File: src/rtl/sub_share_arb.sv
// Round-robin arbiter sharing one downstream SUB unit between NREQ requesters.
// Grants are exclusive and registered; a hold-time limit revokes long owners when others wait.
module sub_share_arb #(
  parameter int unsigned NREQ     = 4,
  parameter int unsigned MAX_HOLD = 8
) (
  input  logic            i_clk,
  input  logic            i_rst_n,
  input  logic [NREQ-1:0] i_req,
  input  logic [NREQ-1:0] i_in,
  output logic [NREQ-1:0] o_gnt,
  output logic [2:0]      o_gnt_id,
  output logic            o_busy,
  output logic            o_sub_in,
  output logic            o_timeout
);

  localparam int unsigned IW = $clog2(NREQ);
  localparam int unsigned CW = $clog2(MAX_HOLD);
  localparam logic [CW-1:0] CntMax = CW'(MAX_HOLD - 1);
  localparam logic [IW-1:0] PtrRst = IW'(NREQ - 1);

  typedef enum logic [1:0] {StIdle, StGrant, StGap} state_e;

  state_e          r_state,   w_state_d;
  logic [NREQ-1:0] r_gnt,     w_gnt_d;
  logic [2:0]      r_gnt_id,  w_gnt_id_d;
  logic [IW-1:0]   r_ptr,     w_ptr_d;
  logic [CW-1:0]   r_cnt,     w_cnt_d;
  logic            r_timeout, w_timeout_d;

  logic            w_win_valid;
  logic [IW-1:0]   w_win_id;
  logic [NREQ-1:0] w_win_oh;
  logic            w_owner_req;
  logic            w_others_req;

  // Search starts one past the last owner so the previous winner is considered last.
  always_comb begin
    int unsigned idx;
    w_win_valid = 1'b0;
    w_win_id    = '0;
    w_win_oh    = '0;
    idx         = 0;
    for (int unsigned i = 1; i <= NREQ; i++) begin
      idx = (int'(r_ptr) + i) % NREQ;
      if (!w_win_valid && i_req[IW'(idx)]) begin
        w_win_valid = 1'b1;
        w_win_id    = IW'(idx);
        w_win_oh    = NREQ'(1) << idx;
      end
    end
  end

  assign w_owner_req  = |(i_req & r_gnt);
  assign w_others_req = |(i_req & ~r_gnt);

  always_comb begin
    w_state_d   = r_state;
    w_gnt_d     = r_gnt;
    w_gnt_id_d  = r_gnt_id;
    w_ptr_d     = r_ptr;
    w_cnt_d     = r_cnt;
    w_timeout_d = 1'b0;
    unique case (r_state)
      StIdle, StGap: begin
        if (w_win_valid) begin
          w_state_d  = StGrant;
          w_gnt_d    = w_win_oh;
          w_gnt_id_d = 3'(w_win_id);
          w_ptr_d    = w_win_id;
          w_cnt_d    = '0;
        end else begin
          w_state_d  = StIdle;
          w_gnt_d    = '0;
          w_gnt_id_d = '0;
        end
      end
      StGrant: begin
        if (!w_owner_req) begin
          // Release wins over a coincident timeout, so no pulse here.
          w_state_d  = StGap;
          w_gnt_d    = '0;
          w_gnt_id_d = '0;
        end else if (r_cnt == CntMax && w_others_req) begin
          w_state_d   = StGap;
          w_gnt_d     = '0;
          w_gnt_id_d  = '0;
          w_timeout_d = 1'b1;
        end else if (r_cnt != CntMax) begin
          w_cnt_d = r_cnt + CW'(1);
        end
      end
      default: begin
        w_state_d  = StIdle;
        w_gnt_d    = '0;
        w_gnt_id_d = '0;
      end
    endcase
  end

  always_ff @(posedge i_clk or negedge i_rst_n) begin
    if (!i_rst_n) begin
      r_state   <= StIdle;
      r_gnt     <= '0;
      r_gnt_id  <= '0;
      r_ptr     <= PtrRst;
      r_cnt     <= '0;
      r_timeout <= 1'b0;
    end else begin
      r_state   <= w_state_d;
      r_gnt     <= w_gnt_d;
      r_gnt_id  <= w_gnt_id_d;
      r_ptr     <= w_ptr_d;
      r_cnt     <= w_cnt_d;
      r_timeout <= w_timeout_d;
    end
  end

  assign o_gnt     = r_gnt;
  assign o_gnt_id  = r_gnt_id;
  assign o_busy    = (r_state == StGrant);
  assign o_timeout = r_timeout;
  // r_gnt is zero outside GRANT, so this is IN[GNT_ID] when busy and 0 otherwise.
  assign o_sub_in  = |(i_in & r_gnt);

endmodule

File: config.mk
export PLATFORM = sky130hd
export DESIGN_NAME = sub_share_arb
export DESIGN_NICKNAME = d
export VERILOG_FILES = /design/src/rtl/sub_share_arb.sv
export SDC_FILE = /design/constraint.sdc
export NUM_CORES = 1
export LEC_CHECK = 0
export BUFFER_PORTS_ARGS = -buffer_cell sky130_fd_sc_hd__buf_2
export CORE_ASPECT_RATIO = 1.4
export CORE_UTILIZATION = 40
export DETAILED_ROUTE_END_ITERATION = 10
export PLACE_DENSITY = 0.68
export SYNTH_ARGS = -nofsm -noshare
export SYNTH_HDL_FRONTEND = slang
export SYNTH_SLANG_ARGS = --single-unit
File: constraint.sdc
create_clock -name i_clk -period 2.4 [get_ports i_clk]
set_input_delay 0.12 -clock i_clk [delete_from_list [all_inputs] [get_ports i_clk]]
set_output_delay 0.12 -clock i_clk [all_outputs]
set_load 0.05 [all_outputs]
==> impl_metrics.env, run 1 <==
export IMPL_status="finished, final reports clean"
export IMPL_cts_tree="built"
export IMPL_htreeDepth=1
export IMPL_period_needed_ps=2345
export IMPL_r2r_start="r_ptr[1]"
export IMPL_start_util_pct=42.71
export IMPL_final_layout_size_suffix_gt1_share_pct=35.25
export IMPL_routed_wirelength_mm=2.527
export IMPL_worstPathArrival_ps=2520
export IMPL_synth_simple_area_share_pct=19.07
export IMPL_synth_async_sr_flop_share_pct=100.0
export IMPL_synth_top_cell_area_share_pct=26.61
export IMPL_grt_pass1_wl_mm=4.202
export IMPL_path_delay_family="compound AO/OA/AOI/OAI gates"
export IMPL_clock_latency_ps=290
export IMPL_synth_top_family_by_area="compound AO/OA/AOI/OAI gates"
export IMPL_slowest_delay_ps=540
export IMPL_synth_edff_count=0
export IMPL_cpMaxStageDelayCell="dfstp_2"
export IMPL_hp_class="in2async"
export IMPL_critPathLaunch="r_ptr[1]"
export IMPL_die_w_um=46.89
export IMPL_hpwl_mm=1.926
export IMPL_max_slew_margin_pct=64.22
export IMPL_path_depth=7
export IMPL_ioPinCount=20
export IMPL_reg2regPathDepth=7
export IMPL_report_final_slew_viol_count=0
export IMPL_ys_ff_latch=14
export IMPL_synth_cell_types=34
export IMPL_r2r_end="o_gnt[2]"
export IMPL_n_fill_cell=263
export IMPL_syn_area_mm2=0.001129
export IMPL_p_leak_nw=0.6192
export IMPL_endpoint_kind="flop"
export IMPL_final_cell_mix="18 x buf_2, 12 x dfrtp_1, 10 x nand2_1"
export IMPL_grt_max_degree=15
export IMPL_rsz0062_at_grt="true"
export IMPL_yosysTopAreaCell="dfrtp_1"
export IMPL_peakVddDrop_uv=649.9
export IMPL_r2r_slack_ps=60
export IMPL_grt_usage_pct=19.14
export IMPL_yosys_warnings=0
export IMPL_grt_pass1_vias=991
export IMPL_setup_tns_ps=0
export IMPL_clock_root_buffer="clkbuf_4"
export IMPL_max_cap_violations=0
export IMPL_rows=22
export IMPL_cts_buffers=3
export IMPL_vias=986
export IMPL_drcViolationCount=0
export IMPL_overflow=0
export IMPL_drt_iter0_drc=27
export IMPL_antenna_found_initial=0
export IMPL_postRouteAntennaNets=0
export IMPL_final_common_cell="buf_2"
export IMPL_ys_seq_area_share_pct=31.26
export IMPL_wl_per_cell_um=14.44
export IMPL_path_class="reg2reg"
export IMPL_syn_to_final_growth_pct=17.96
export IMPL_ys_top_cells_by_area="dfrtp_1 27%, ha_1 11%, mux4_2 8.0%"
export IMPL_vias_per_cell=5.634
export IMPL_hold_slack_ps=245.1
export IMPL_synth_compound_area_share_pct=22.06
export IMPL_path_cells="inv_1 -> ha_4 -> mux4_2 -> nor2b_4 -> a221o_2 -> a22oi_2 -> o21ai_1"
export IMPL_p_per_area_mw_per_mm2=1588
export IMPL_synth_fp_nets=138
export IMPL_n_antenna_cell=0
export IMPL_timing_hold_violations_final=0
export IMPL_muxShareOfSynthArea_pct=9.756
export IMPL_synthFlopType="dfrtp_1"
export IMPL_synthAdderAreaFrac_pct=11.09
export IMPL_synth_xor_area_share_pct=0.7761
export IMPL_die_h_um=64.85
export IMPL_cp_buffers_inverters=1
export IMPL_clock_sinks=14
export IMPL_multi_input_area_um2=737.0
export IMPL_cp_start_kind="flop"
export IMPL_worst_clock_skew_ps=4.721
export IMPL_max_freq_ghz=0.4265
export IMPL_gp_congestion=0.8423
export IMPL_clk_path_buf_depth=2
export IMPL_period_share_pct=97.69
export IMPL_avgSynthCellArea_um2=9.564
export IMPL_drt_pass1_iterations=4
export IMPL_crit_fanout=7
export IMPL_worst_slew_pin_slew_ps=529.7
export IMPL_coreArea_mm2=0.002643
export IMPL_port_buffers=18
export IMPL_setup_viol=0
export IMPL_die_area_mm2=0.003041
export IMPL_final_util_pct=50.38
export IMPL_clk_pin_slew_ps=90
export IMPL_seq_area_um2=352.8
export IMPL_nets=160
export IMPL_synth_cells=118
export IMPL_cp_required_ps=2570
## final cells by class
class | count | share of cell area [%]
repair buffers | 24 | 10.34
well taps | 36 | 3.383
flip-flops and latches | 14 | 26.50
clock buffers | 4 | 2.726
inverters | 6 | 1.692
multi-input cells | 91 | 55.36
## per-layer routing
layer  global-route usage [%]  vias to the layer above  routed length [um]
li1                         -                      467                   -
met1                    23.27                      476                1046
met2                    31.08                       33                1298
met3                    2.507                       10                 102
met4                    10.71                        0                  80
met5                        0                        -                   0
## report_power, final
part	switching, mW	internal, mW	leakage, nW	total (mW)
logic	0.894	0.639	0.420	1.53
registers	0.0679	0.339	0.179	0.407
clock network	0.0819	0.0925	0.0210	0.174
total	1.04	1.07	0.619	2.11
## timing repair
item | 4_1_cts | 5_1_grt
gates resized for setup | 0 | 3
hold endpoints to repair | 14 | 0
hold buffers | 1 | 0
buffers inserted | 0 | 1
setup endpoints to repair | 0 | 3
## Yosys cell counts, types with 2 or more instances
cell	n
dfrtp_1	12
ha_1	10
nand2_1	10
a22oi_1	8
nor2_1	8
nand2b_1	7
inv_1	6
nor2b_1	6
a221o_2	5
o21ai_0	5
mux4_2	4
o21ai_1	4
buf_2	3
nand3_1	3
a21oi_1	2
clkbuf_1	2
dfstp_2	2
mux2i_1	2
nor3_1	2
o21ai_2	2
o31a_1	2
## how the worst max path moves through the flow
stage,slack (ps),to
2_1_floorplan,-100,o_gnt[2]
3_3_place_gp,90,o_gnt[2]
3_5_place_dp,30,o_gnt[3]
4_1_cts,20,o_gnt[3]
5_1_grt,-8,o_gnt[2]
6_report,60,o_gnt[2]
## state kept, by name, summed over array words and instances (netlist names)
name       count
o_gnt          4
r_cnt          3
o_gnt_id       2
r_ptr          2
r_state        2
o_timeout      1
## through the flow
stage	area (um2)	setup slack [ps]	cells	power, mW
after floorplan	1142	-98.38	118	1.584
after global placement	1265	86.91	169	1.846
after detailed placement	1265	34.23	169	1.885
after CTS	1311	15.70	174	2.063
after global routing	1331	-8.130	175	2.288
final	1331	55.42	175	2.114
## cell families (layout without fill, tap and decap cells)
group	after synthesis	in the layout
other	1	1
xor gates and xnor gates	1	1
and+or+nand+nor	41	41
buffers and inverters	13	34
adders and majority gates	10	10
muxes	6	6
DFF	14	14
AOI/OAI and AO/OA	32	32
## worst reg2reg max path, stage by stage (launching register included)
cell     delay [ps]
dfstp_2         540
inv_1            70
ha_4            300
mux4_2          540
nor2b_4         180
a221o_2         350
a22oi_2         170
o21ai_1          80
Power figures use the tool's default switching activity.
==> inputs of run 2 (changes only) <==
BUFFER_PORTS_ARGS = -buffer_cell sky130_fd_sc_hd__clkbuf_2   (was -buffer_cell sky130_fd_sc_hd__buf_2)
CAP_MARGIN = 40   (was unset)
==> run 2 against run 1 <==
  * Combinational power increased by 5%
  * Setup slack better by 16 ps
  * Fmax increased by 0.69%
  * First-iteration DRC count stayed put
  * Cell count up 1.7%
  * Cell area up 1.5%
  * Sequential share of layout area down 0.39 points
  * Clock power hardly changed
  * Count of clock-buffer cells in the layout is the same
  * Non-clock buffer count grew 3
  * Sequential cell count is the same
  * Critical endpoint unchanged
  * Largest cell class unchanged
  * Largest power group unchanged
==> impl_metrics.env, run 2 (synthesis results as in run 1) <==
export IMPL_status="finished, final reports clean"
export IMPL_postRouteAntennaNets=0
export IMPL_period_needed_ps=2328
export IMPL_reg2regPathDepth=7
export IMPL_antenna_found_initial=0
export IMPL_rsz0062_at_grt="false"
export IMPL_r2r_slack_ps=70
export IMPL_final_common_cell="clkbuf_2"
export IMPL_max_slew_margin_pct=65.12
export IMPL_clock_latency_ps=280
export IMPL_path_class="reg2reg"
export IMPL_report_final_slew_viol_count=0
export IMPL_worstPathArrival_ps=2490
export IMPL_max_cap_violations=0
export IMPL_grt_usage_pct=18.73
export IMPL_setup_viol=0
export IMPL_port_buffers=18
export IMPL_cts_buffers=3
export IMPL_clk_pin_slew_ps=100
export IMPL_n_antenna_cell=0
export IMPL_p_leak_nw=0.6288
export IMPL_crit_fanout=7
export IMPL_cp_start_kind="flop"
export IMPL_max_freq_ghz=0.4295
export IMPL_ioPinCount=20
export IMPL_nets=163
export IMPL_grt_max_degree=15
export IMPL_vias=960
export IMPL_drcViolationCount=0
export IMPL_worst_slew_pin_slew_ps=516.5
export IMPL_die_h_um=64.85
export IMPL_rows=22
export IMPL_routed_wirelength_mm=2.484
export IMPL_r2r_end="o_gnt[2]"
export IMPL_gp_congestion=0.8224
export IMPL_final_util_pct=51.14
export IMPL_overflow=0
export IMPL_final_layout_size_suffix_gt1_share_pct=37.32
export IMPL_die_area_mm2=0.003041
export IMPL_endpoint_kind="flop"
export IMPL_setup_tns_ps=0
export IMPL_timing_hold_violations_final=0
export IMPL_drt_pass1_iterations=4
export IMPL_wl_per_cell_um=13.96
export IMPL_worst_clock_skew_ps=14.96
export IMPL_cp_required_ps=2560
export IMPL_hp_class="in2async"
export IMPL_start_util_pct=42.71
export IMPL_coreArea_mm2=0.002643
export IMPL_peakVddDrop_uv=620.5
export IMPL_r2r_start="r_ptr[1]"
export IMPL_drt_iter0_drc=27
export IMPL_grt_pass1_vias=908
export IMPL_grt_pass1_wl_mm=4.071
export IMPL_largest_register_ffs=4
export IMPL_clock_root_buffer="clkbuf_4"
export IMPL_vias_per_cell=5.393
export IMPL_hpwl_mm=1.840
export IMPL_syn_to_final_growth_pct=19.73
export IMPL_die_w_um=46.89
export IMPL_final_cell_mix="18 x clkbuf_2, 12 x dfrtp_1, 10 x nand2_1"
export IMPL_cts_tree="built"
export IMPL_clk_path_buf_depth=2
export IMPL_p_per_area_mw_per_mm2=1613
export IMPL_htreeDepth=1
export IMPL_period_share_pct=97.02
export IMPL_clock_sinks=14
## run 2: repair_timing
| item | CTS | global route |
|---|---|---|
| setup buffers | 0 | 4 |
| gates resized for setup | 0 | 4 |
| hold endpoints to repair | 12 | 0 |
| endpoints found under the setup margin | 0 | 4 |
| hold buffers | 1 | 0 |
## run 2: worst max path at each step
stage	startpoint	to	depth (start not counted)
CTS	r_ptr[0]	o_gnt[3]	7
floorplan	r_ptr[0]	o_gnt[2]	8
global placement	r_ptr[0]	o_gnt[2]	7
detailed placement	r_ptr[0]	o_gnt[2]	7
finish	r_ptr[1]	o_gnt[2]	7
global route	r_ptr[0]	o_gnt[2]	7
## run 2: metrics by stage
stage	hold slack [ps]	worst slack (ps)	area (um2)	power [mW]	std cells
5_1_grt	303.8	8.654	1351	2.363	178
3_3_place_gp	43.95	87.01	1265	1.850	169
6_report	259.1	71.54	1351	2.180	178
3_5_place_dp	51.95	54.23	1265	1.877	169
2_1_floorplan	-175.6	-98.38	1142	1.584	118
4_1_cts	272.1	29.11	1311	2.058	174
## run 2: per-layer routing
layer,vias to the layer above,GRT usage (%),share of wire [%]
met4,0,12.14,2.5
met1,454,24.69,44
li1,473,-,-
met2,27,27.43,50
met3,6,2.786,4.1
met5,-,0,0
## run 2: critical path, stage by stage (launching register included)
cell and delay (ps):
dfstp_2 550, inv_2 50, ha_4 290, mux4_2 550
nor2b_4 180, a221o_2 360, a22oi_2 150, o21ai_1 70
## run 2: final cells by class
type                       instances  area [um2]
clock buffer                       4       36.28
fill                             255        1291
inverter                           6       22.52
multi-input combinational         91       734.5
sequential                        14       352.8
tap                               36       45.04
timing repair buffer              27       160.2
## run 2: where the power goes
group / internal, mW / switching [mW] / total (mW)
registers: 0.339 / 0.0710 / 0.410
logic: 0.684 / 0.912 / 1.60
clock network: 0.0922 / 0.0806 / 0.173
==> inputs of run 3 (changes only) <==
BUFFER_PORTS_ARGS = -buffer_cell sky130_fd_sc_hd__buf_2   (was -buffer_cell sky130_fd_sc_hd__clkbuf_2)
SETUP_SLACK_MARGIN = 0.4   (was unset)
==> run 3 against run 2 <==
  * Register-to-register slack better by 98 ps
  * Global-route usage about the same
  * Clock skew down 14 ps
  * Sequential power up 1%
  * Combinational power up 2%
  * Via count up 0.10%
  * Critical path type unchanged
  * Critical endpoint is now r_ptr[1]
  * Largest cell class unchanged
==> impl_metrics.env, run 3 (synthesis results as in run 1) <==
export IMPL_status="finished, final reports clean"
export IMPL_wl_met3_um=86
export IMPL_p_leak_nw=0.6393
export IMPL_cts_buffers=3
export IMPL_p_per_area_mw_per_mm2=1616
export IMPL_r2r_start="r_ptr[0]"
export IMPL_port_buffers=18
export IMPL_routed_wirelength_mm=2.553
export IMPL_peakVddDrop_uv=808.3
export IMPL_rows=22
export IMPL_cp_start_kind="flop"
export IMPL_postRouteAntennaNets=0
export IMPL_grt_pass1_vias=883
export IMPL_clk_path_buf_depth=2
export IMPL_setup_tns_ps=0
export IMPL_endpoint_kind="flop"
export IMPL_ioPinCount=20
export IMPL_r2r_slack_ps=170
export IMPL_m1WireLength_mm=1.130
export IMPL_wl_met2_mm=1.303
export IMPL_grt_max_degree=15
export IMPL_htreeDepth=1
export IMPL_hpwl_mm=1.865
export IMPL_cp_required_ps=2610
export IMPL_die_h_um=64.85
export IMPL_report_final_slew_viol_count=0
export IMPL_nets=164
export IMPL_clock_root_buffer="clkbuf_4"
export IMPL_vias_per_cell=5.369
export IMPL_syn_to_final_growth_pct=21.95
export IMPL_clock_latency_ps=270
export IMPL_max_cap_violations=0
export IMPL_timing_hold_violations_final=0
export IMPL_path_class="reg2reg"
export IMPL_gp_congestion=0.7998
export IMPL_wl_per_cell_um=14.26
export IMPL_period_share_pct=92.96
export IMPL_cts_tree="built"
export IMPL_hp_class="in2async"
export IMPL_worstPathArrival_ps=2440
export IMPL_drcViolationCount=0
export IMPL_die_area_mm2=0.003041
export IMPL_crit_fanout=11
export IMPL_clock_sinks=14
export IMPL_reg2regPathDepth=6
export IMPL_die_w_um=46.89
export IMPL_final_layout_size_suffix_gt1_share_pct=39.86
export IMPL_n_fill_cell=265
export IMPL_vias=961
export IMPL_period_needed_ps=2231
export IMPL_start_util_pct=42.71
export IMPL_rsz0062_at_grt="true"
export IMPL_setup_viol=0
export IMPL_drt_iter0_drc=25
export IMPL_final_cell_mix="18 x buf_2, 12 x dfrtp_1, 10 x nand2_1"
export IMPL_antenna_found_initial=0
export IMPL_grt_usage_pct=18.74
export IMPL_largest_register_ffs=4
export IMPL_highest_layer="met4"
export IMPL_coreArea_mm2=0.002643
export IMPL_worst_clock_skew_ps=0.5168
export IMPL_final_common_cell="buf_2"
export IMPL_grt_pass1_wl_mm=4.112
export IMPL_clk_pin_slew_ps=90
export IMPL_r2r_end="r_ptr[1]"
export IMPL_max_freq_ghz=0.4482
export IMPL_hold_slack_ps=265.9
export IMPL_n_antenna_cell=0
export IMPL_overflow=0
export IMPL_drt_pass1_iterations=4
==> run 3: changes by cell type in the layout (fill, tap and decap cells not counted), sizes merged <==
cell,previous run,this run
buf,8,27
clkbuf,22,4
==> run 3: critical path, cell delays in order, from the launching register on <==
cell and delay (ps):
dfstp_2 540, buf_4 210, mux4_2 640, nor2b_4 220
a221oi_2 80, o31a_1 350, o21ai_2 130
==> run 3: layout make-up <==
| cell class | instances | area (um2) | area share (%) |
|---|---|---|---|
| repair buffers | 28 | 167.7 | 12.18 |
| well taps | 36 | 45.04 | 3.273 |
| clock buffers | 4 | 36.28 | 2.636 |
| flip-flops and latches | 14 | 352.8 | 25.64 |
| multi-input cells | 91 | 752.0 | 54.64 |
| inverters | 6 | 22.52 | 1.636 |
==> run 3: what timing repair did <==
| action | CTS | global route |
|---|---|---|
| pin swaps | 5 | 3 |
| setup buffers | 5 | 0 |
| hold buffers | 1 | 0 |
| gates resized for setup | 7 | 3 |
| endpoints found under the hold margin | 14 | 0 |
| setup endpoints to repair | 12 | 12 |
==> run 3: worst max path at each step <==
stage                     slack, ps  startpoint        to
final                           170    r_ptr[0]  r_ptr[1]
after global routing             80    r_ptr[1]  o_gnt[3]
after CTS                       130    r_ptr[1]  o_gnt[2]
after detailed placement         40    r_ptr[1]  o_gnt[3]
after global placement           80    r_ptr[0]  o_gnt[3]
after floorplan                -100    r_ptr[0]  o_gnt[2]
==> run 3: stage by stage <==
stage | instances | setup WS [ps] | total power [mW] | cell area [um2] | util [%]
floorplan | 118 | -98.37 | 1.584 | 1142 | -
global placement | 169 | 80.63 | 1.852 | 1265 | 47.87
detailed placement | 169 | 42.20 | 1.881 | 1265 | 47.87
CTS | 179 | 129.0 | 2.205 | 1368 | 51.75
global route | 179 | 79.46 | 2.419 | 1376 | 52.08
finish | 179 | 169.1 | 2.224 | 1376 | 52.08
==> run 3: routing by layer <==
layer / GRT usage (%) / up-vias
li1: - / 478
met1: 25.09 / 456
met2: 30.21 / 23
met3: 2.786 / 4
met4: 5.714 / 0
met5: 0 / -
==> run 3: where the power goes <==
group | leakage [nW] | switching, mW | internal (mW) | total, mW
clock network | 0.0210 | 0.0767 | 0.0921 | 0.169
registers | 0.179 | 0.0752 | 0.339 | 0.415
logic | 0.440 | 0.926 | 0.715 | 1.64
